<file path="src/rtl/cla_pkg.sv">
// Shared definitions for the nibble-serial carry-lookahead add/subtract sequencer.
package cla_pkg;

    localparam int NIB_W = 4;

    typedef enum logic [1:0] {
        IDLE = 2'd0,
        RUN  = 2'd1,
        DONE = 2'd2
    } cla_state_e;

    // Number of slice passes needed for an operand of the given width.
    function automatic int nibs_for(input int width);
        return width / NIB_W;
    endfunction

endpackage

</file>
<file path="src/rtl/cla4_slice.sv">
// Purely combinational 4-bit carry-lookahead slice with flattened carry equations.
module cla4_slice
    import cla_pkg::*;
(
    input  logic [NIB_W-1:0] a,
    input  logic [NIB_W-1:0] b,
    input  logic             ci,
    output logic [NIB_W-1:0] s,
    output logic             co
);

    logic [NIB_W-1:0] g_s;
    logic [NIB_W-1:0] p_s;
    logic [NIB_W-1:0] c_s;

    assign g_s = a & b;
    assign p_s = a | b;

    // Every carry is a two-level function of G, P and ci; no ripple between bits.
    assign c_s[0] = ci;
    assign c_s[1] = g_s[0] | (p_s[0] & ci);
    assign c_s[2] = g_s[1] | (p_s[1] & g_s[0]) | (p_s[1] & p_s[0] & ci);
    assign c_s[3] = g_s[2] | (p_s[2] & g_s[1]) | (p_s[2] & p_s[1] & g_s[0])
                  | (p_s[2] & p_s[1] & p_s[0] & ci);
    assign co     = g_s[3] | (p_s[3] & g_s[2]) | (p_s[3] & p_s[2] & g_s[1])
                  | (p_s[3] & p_s[2] & p_s[1] & g_s[0])
                  | (p_s[3] & p_s[2] & p_s[1] & p_s[0] & ci);

    assign s = a ^ b ^ c_s;

endmodule

</file>
<file path="src/rtl/cla_seq_adder.sv">
// Multi-precision add/subtract sequencer: one cla4_slice reused per nibble, LSB first,
// with the nibble carry registered between passes and valid/ready on both sides.
module cla_seq_adder
    import cla_pkg::*;
#(
    parameter int WIDTH = 16
) (
    input  logic             CLK,
    input  logic             RST_N,
    input  logic             IN_VALID,
    output logic             IN_READY,
    input  logic [WIDTH-1:0] OP_A,
    input  logic [WIDTH-1:0] OP_B,
    input  logic             SUB,
    input  logic             CIN,
    output logic             OUT_VALID,
    input  logic             OUT_READY,
    output logic [WIDTH-1:0] SUM,
    output logic             COUT,
    output logic             OVF,
    output logic             BUSY
);

    localparam int NIBS = nibs_for(WIDTH);
    localparam int CW   = (NIBS > 1) ? $clog2(NIBS) : 1;
    localparam logic [CW-1:0] LAST_CNT = CW'(NIBS - 1);

    cla_state_e       state_q, state_d;
    logic [CW-1:0]    cnt_q, cnt_d;
    logic             carry_q, carry_d;
    logic [WIDTH-1:0] a_q, a_d;
    logic [WIDTH-1:0] b_q, b_d;
    logic [WIDTH-1:0] sum_q, sum_d;
    logic             cout_q, cout_d;
    logic             ovf_q, ovf_d;

    logic [NIB_W-1:0] slice_a_s;
    logic [NIB_W-1:0] slice_b_s;
    logic [NIB_W-1:0] slice_s_s;
    logic             slice_co_s;

    assign slice_a_s = a_q[{cnt_q, 2'b00} +: NIB_W];
    assign slice_b_s = b_q[{cnt_q, 2'b00} +: NIB_W];

    cla4_slice u_slice (
        .a  (slice_a_s),
        .b  (slice_b_s),
        .ci (carry_q),
        .s  (slice_s_s),
        .co (slice_co_s)
    );

    // Next-state, datapath update and handshake decisions.
    always_comb begin
        state_d = state_q;
        cnt_d   = cnt_q;
        carry_d = carry_q;
        a_d     = a_q;
        b_d     = b_q;
        sum_d   = sum_q;
        cout_d  = cout_q;
        ovf_d   = ovf_q;
        case (state_q)
            IDLE: begin
                if (IN_VALID) begin
                    a_d     = OP_A;
                    b_d     = SUB ? ~OP_B : OP_B;
                    carry_d = SUB ? 1'b1 : CIN;
                    cnt_d   = '0;
                    sum_d   = '0;
                    cout_d  = 1'b0;
                    ovf_d   = 1'b0;
                    state_d = RUN;
                end else begin
                    state_d = IDLE;
                end
            end
            RUN: begin
                sum_d[{cnt_q, 2'b00} +: NIB_W] = slice_s_s;
                carry_d = slice_co_s;
                if (cnt_q == LAST_CNT) begin
                    // The last slice sum bit is the result MSB, so overflow is known here.
                    cout_d  = slice_co_s;
                    ovf_d   = (a_q[WIDTH-1] == b_q[WIDTH-1]) && (slice_s_s[NIB_W-1] != a_q[WIDTH-1]);
                    state_d = DONE;
                end else begin
                    cnt_d   = cnt_q + CW'(1);
                    state_d = RUN;
                end
            end
            DONE: begin
                if (OUT_READY) begin
                    state_d = IDLE;
                end else begin
                    state_d = DONE;
                end
            end
            default: begin
                state_d = IDLE;
            end
        endcase
    end

    // State and datapath registers with synchronous active-low reset.
    always_ff @(posedge CLK) begin
        if (!RST_N) begin
            state_q <= IDLE;
            cnt_q   <= '0;
            carry_q <= 1'b0;
            a_q     <= '0;
            b_q     <= '0;
            sum_q   <= '0;
            cout_q  <= 1'b0;
            ovf_q   <= 1'b0;
        end else begin
            state_q <= state_d;
            cnt_q   <= cnt_d;
            carry_q <= carry_d;
            a_q     <= a_d;
            b_q     <= b_d;
            sum_q   <= sum_d;
            cout_q  <= cout_d;
            ovf_q   <= ovf_d;
        end
    end

    assign IN_READY  = (state_q == IDLE);
    assign OUT_VALID = (state_q == DONE);
    assign BUSY      = (state_q != IDLE);
    assign SUM       = sum_q;
    assign COUT      = cout_q;
    assign OVF       = ovf_q;

endmodule

</file>
<file path="config.mk">
export PLATFORM = sky130hd
export DESIGN_NAME = cla_seq_adder
export DESIGN_NICKNAME = d
export VERILOG_FILES = /design/src/rtl/cla_pkg.sv /design/src/rtl/cla4_slice.sv /design/src/rtl/cla_seq_adder.sv
export SDC_FILE = /design/constraint.sdc
export NUM_CORES = 1
export LEC_CHECK = 0
export BUFFER_PORTS_ARGS = -buffer_cell sky130_fd_sc_hd__buf_4
export CAP_MARGIN = 10
export CORE_UTILIZATION = 45
export CTS_CLUSTER_SIZE = 28
export DETAILED_ROUTE_END_ITERATION = 10
export PLACE_DENSITY = 0.8
export SYNTH_ARGS = -nofsm -noshare
export SYNTH_HDL_FRONTEND = slang
export SYNTH_SLANG_ARGS = --single-unit
export TNS_END_PERCENT = 5
</file>
<file path="constraint.sdc">
create_clock -name CLK -period 2.17 [get_ports CLK]
set_input_delay 0.434 -clock CLK [delete_from_list [all_inputs] [get_ports CLK]]
set_output_delay 0.434 -clock CLK [all_outputs]
set_load 0.03 [all_outputs]
</file>
==> results.yml <==
final_layout:
  num_antenna_cells: 0
  area_of_all_placed_cells_without_fillers_sq_um: 3690
  final_nets: 431
  layout_stage_area_growth_over_the_synthesis_result_pct: 33.4
  post_route_cells_drive_above_1_share_pct: 34.2
  instances_no_fill: 455
  filler_cell_count: 483
global_routing:
  gr-usage-all-layers_pct: 21.2
  first_global_vias: 2320
  number_of_antenna_violations_at_the_first_check_in_global_routing: 0
  globalRoute.totalOverflow: 0
  pin_count_of_the_biggest_net_entering_global_routing: 50
  grt_pass1_wl_microns: 10600
clock_tree:
  ctsRootBufferMaster: "sky130_fd_sc_hd__clkbuf_8"
  insertion_delay_ps: 310
  tritoncts: "built"
  total_cts_buffers: 5
  htree_num_levels: 2
  clk_pin_slew_worst_paths_ps: 100
  ctsHoldBuffers: 0
  clkSinkCount: 55
  clockBufferDepth: 2
critical_path:
  path_max_fanout: 4
  worstReg2RegEnd: "OVF"
  r2r-start: "cnt_q[0]"
  reg2reg_depth: 12
  setup.worst_path.start: "cnt_q[0]"
  worst-r2r-setup-slack_ps: -180
  setup.worst_path.class: "reg2reg"
  critPathCaptureType: "flop"
  worstPathRequired_ps: 2400
  cp-endpoint: "OVF"
  crit_start_category: "flop"
  worstPathArrival_ps: 2580
place:
  gp_congestion: 0.841
  dp_hpwl_microns: 4640
  dp.cells: 435
  placed_area_sq_um: 3330
  buffer_ports.inserted: 58
synthesis:
  netlist_area_sq_um: 2770
  syn_nets: 358
  syn-instance-count: 306
  synthesis.area_per_instance_sq_um: 9.04
  flip_flop_cell_with_the_highest_count_after_synthesis: "sky130_fd_sc_hd__dfxtp_1"
  synth_cell_types: 42
  async_reset_ff_share_pct: 0
  synth-seq-cells: 55
  synth.yosys.warnings: 0
  sequential_to_total_area_share_from_yosys_stat_pct: 39.8
  synth-edff-count: 0
sta:
  max_freq_ghz: 0.426
  post-route-worst-setup-slack_ps: -180
  timing_hold_violations_final: 0
  final_max_slew_viol_count: 0
  final_cycle_share_pct: 108
  timing.clock.skew_ps: 8.45
  worst_slew_margin_rel_pct: 61.0
  finalSetupViolCount: 15
  grt_setup_unrepaired: "true"
  tightestPinTransition_ps: 584
  period_needed_ps: 2350
detailed_routing:
  drt_drc: 0
  detailed_route_wire_length_on_metal_1_microns: 2840
  vias: 2426
  finalWirelength_microns: 6670
  ant_nets: 0
  detailroute.wirelength.met3_microns: 253
  wl_met2_microns: 3390
  drt-wirelength-per-cell_microns: 14.7
  drt_pass1_iterations: 4
  post_dr_vias_cell: 5.33
  detailedRoute.firstIterationViolations: 110
  routed.top_layer: "met4"
job:
  max-cap-violations: 0
die:
  start_util_pct: 46.7
  ioPinCount: 59
  chipHeight_microns: 80.4
  core_region_area_sq_um: 5920
  std_cell_rows: 28
  design.die.area_sq_um: 6460
  die_x_microns: 80.4
hold_path:
  min_path_type: "in2reg"
power_and_ir_drop:
  total_leakage_power_nw: 1.47
  ir_drop_uv: 323
  power.density_nw_per_um2: 643
status:
  status: "finished, violations left"
  violations: "setup timing"
[flip-flops by register name, summed over array words and instances (netlist names)]
signal and cells:
COUT 1, carry_q 1, SUM 16, state_q 2
b_q 16, cnt_q 2, OVF 1, a_q 16
[worst min-delay path by stage]
stage	slack (ps)	from	to	cells past startpoint
finish	360	OP_A[6]	a_q[6]	3
global route	370	OP_A[1]	a_q[1]	3
CTS	360	OP_A[6]	a_q[6]	3
global placement	450	a_q[0]	a_q[0]	2
detailed placement	450	a_q[1]	a_q[1]	2
floorplan	430	a_q[10]	a_q[10]	2
[power by group]
| part | internal [W] | leakage, nW | total [W] | switching [W] |
|---|---|---|---|---|
| registers | 0.00106 | 0.451 | 0.00110 | 0.0000400 |
| clock network | 0.000350 | 0.0587 | 0.000697 | 0.000347 |
| logic | 0.000282 | 0.963 | 0.000570 | 0.000289 |
[layout make-up]
| cell class | count | area, sq um | share of cell area, % |
|---|---|---|---|
| Multi-Input combinational cell | 217 | 1640 | 44.5 |
| Sequential cell | 55 | 1100 | 30.0 |
| Timing Repair Buffer | 84 | 671 | 18.2 |
| Tap cell | 75 | 93.8 | 2.54 |
| Clock buffer | 5 | 68.8 | 1.87 |
| Inverter | 16 | 62.6 | 1.70 |
| Clock inverter | 3 | 47.5 | 1.29 |
[worst max-delay path, cell delays in order, from the launching register on]
cell and delay (ps):
sky130_fd_sc_hd__dfxtp_4 390, sky130_fd_sc_hd__buf_12 110, sky130_fd_sc_hd__mux4_2 510, sky130_fd_sc_hd__buf_6 140, sky130_fd_sc_hd__inv_4 40, sky130_fd_sc_hd__ha_4 110
sky130_fd_sc_hd__nand2b_4 130, sky130_fd_sc_hd__buf_4 120, sky130_fd_sc_hd__nand2b_4 50, sky130_fd_sc_hd__a221oi_4 290, sky130_fd_sc_hd__buf_6 160, sky130_fd_sc_hd__nand4_1 80
sky130_fd_sc_hd__o211ai_1 100
[cell usage in the layout (no fill, tap or decap), types with 5 or more instances in the layout]
master / n
sky130_fd_sc_hd__a21oi_1: 19
sky130_fd_sc_hd__nand3_1: 5
sky130_fd_sc_hd__nor2_1: 38
sky130_fd_sc_hd__nand2_1: 41
sky130_fd_sc_hd__buf_4: 78
sky130_fd_sc_hd__a211oi_1: 17
sky130_fd_sc_hd__a22oi_2: 8
sky130_fd_sc_hd__inv_1: 12
sky130_fd_sc_hd__clkbuf_8: 5
sky130_fd_sc_hd__a22oi_1: 6
sky130_fd_sc_hd__mux4_2: 8
sky130_fd_sc_hd__ha_1: 9
sky130_fd_sc_hd__xnor2_1: 16
sky130_fd_sc_hd__dfxtp_1: 54
[per-stage QoR]
step                utilization, %  power [W]  worst slack [ps]  TNS [ps]  hold slack, ps
CTS                           60.3    0.00231              -178     -1190             360
detailed placement            56.2    0.00159              -263     -1810             449
floorplan                        -    0.00143             0.303         0             433
finish                        62.3    0.00237              -180     -1530             357
global route                  62.3    0.00247              -278     -3170             365
global placement              56.2    0.00158             -63.8      -324             446
[per-layer routing]
layer  global-route usage [%]  vias up
met5                        0        -
li1                         -     1200
met1                     26.1     1136
met4                     7.86        0
met3                     3.18       19
met2                     37.0       71
[cells by family after synthesis]
kind of cell / Yosys count / synth area share (%)
AOI/OAI and AO/OA: 68 / 17.1
xor gates and xnor gates: 18 / 5.70
adders and majority gates: 14 / 6.61
buffers and inverters: 34 / 5.29
DFF: 55 / 39.8
muxes: 9 / 6.92
and+or+nand+nor: 108 / 18.5
[synthesized netlist by cell type, types with 2 or more instances]
master                      n  area, sq um
sky130_fd_sc_hd__inv_1     14         52.6
sky130_fd_sc_hd__o21ai_0    3         15.0
sky130_fd_sc_hd__ha_1      13          163
sky130_fd_sc_hd__nand2b_1   6         37.5
sky130_fd_sc_hd__xor2_1     2         17.5
sky130_fd_sc_hd__a21o_1     4         30.0
sky130_fd_sc_hd__a31oi_1    3         18.8
sky130_fd_sc_hd__a21oi_1   20          100
sky130_fd_sc_hd__dfxtp_1   55         1100
sky130_fd_sc_hd__nand2_1   41          154
sky130_fd_sc_hd__xnor2_1   16          140
sky130_fd_sc_hd__nand3_1    5         25.0
sky130_fd_sc_hd__nor3b_1    2         15.0
sky130_fd_sc_hd__nand4_1    2         12.5
sky130_fd_sc_hd__buf_2      9         45.0
sky130_fd_sc_hd__nor2b_1    2         12.5
sky130_fd_sc_hd__a211oi_1  17          128
sky130_fd_sc_hd__a22oi_1   14          105
sky130_fd_sc_hd__buf_4      2         15.0
sky130_fd_sc_hd__nor2_1    39          146
sky130_fd_sc_hd__clkbuf_1   7         26.3
sky130_fd_sc_hd__or3b_1     3         26.3
sky130_fd_sc_hd__mux4_2     8          180
[what timing repair did]
item                       in CTS  in global routing
gates resized for setup        12                 21
pin swaps                       4                  5
gates cloned                    0                  0
setup buffers                   8                  4
setup endpoints to repair      15                 19
No activity file was read; power rests on OpenSTA's default activity.
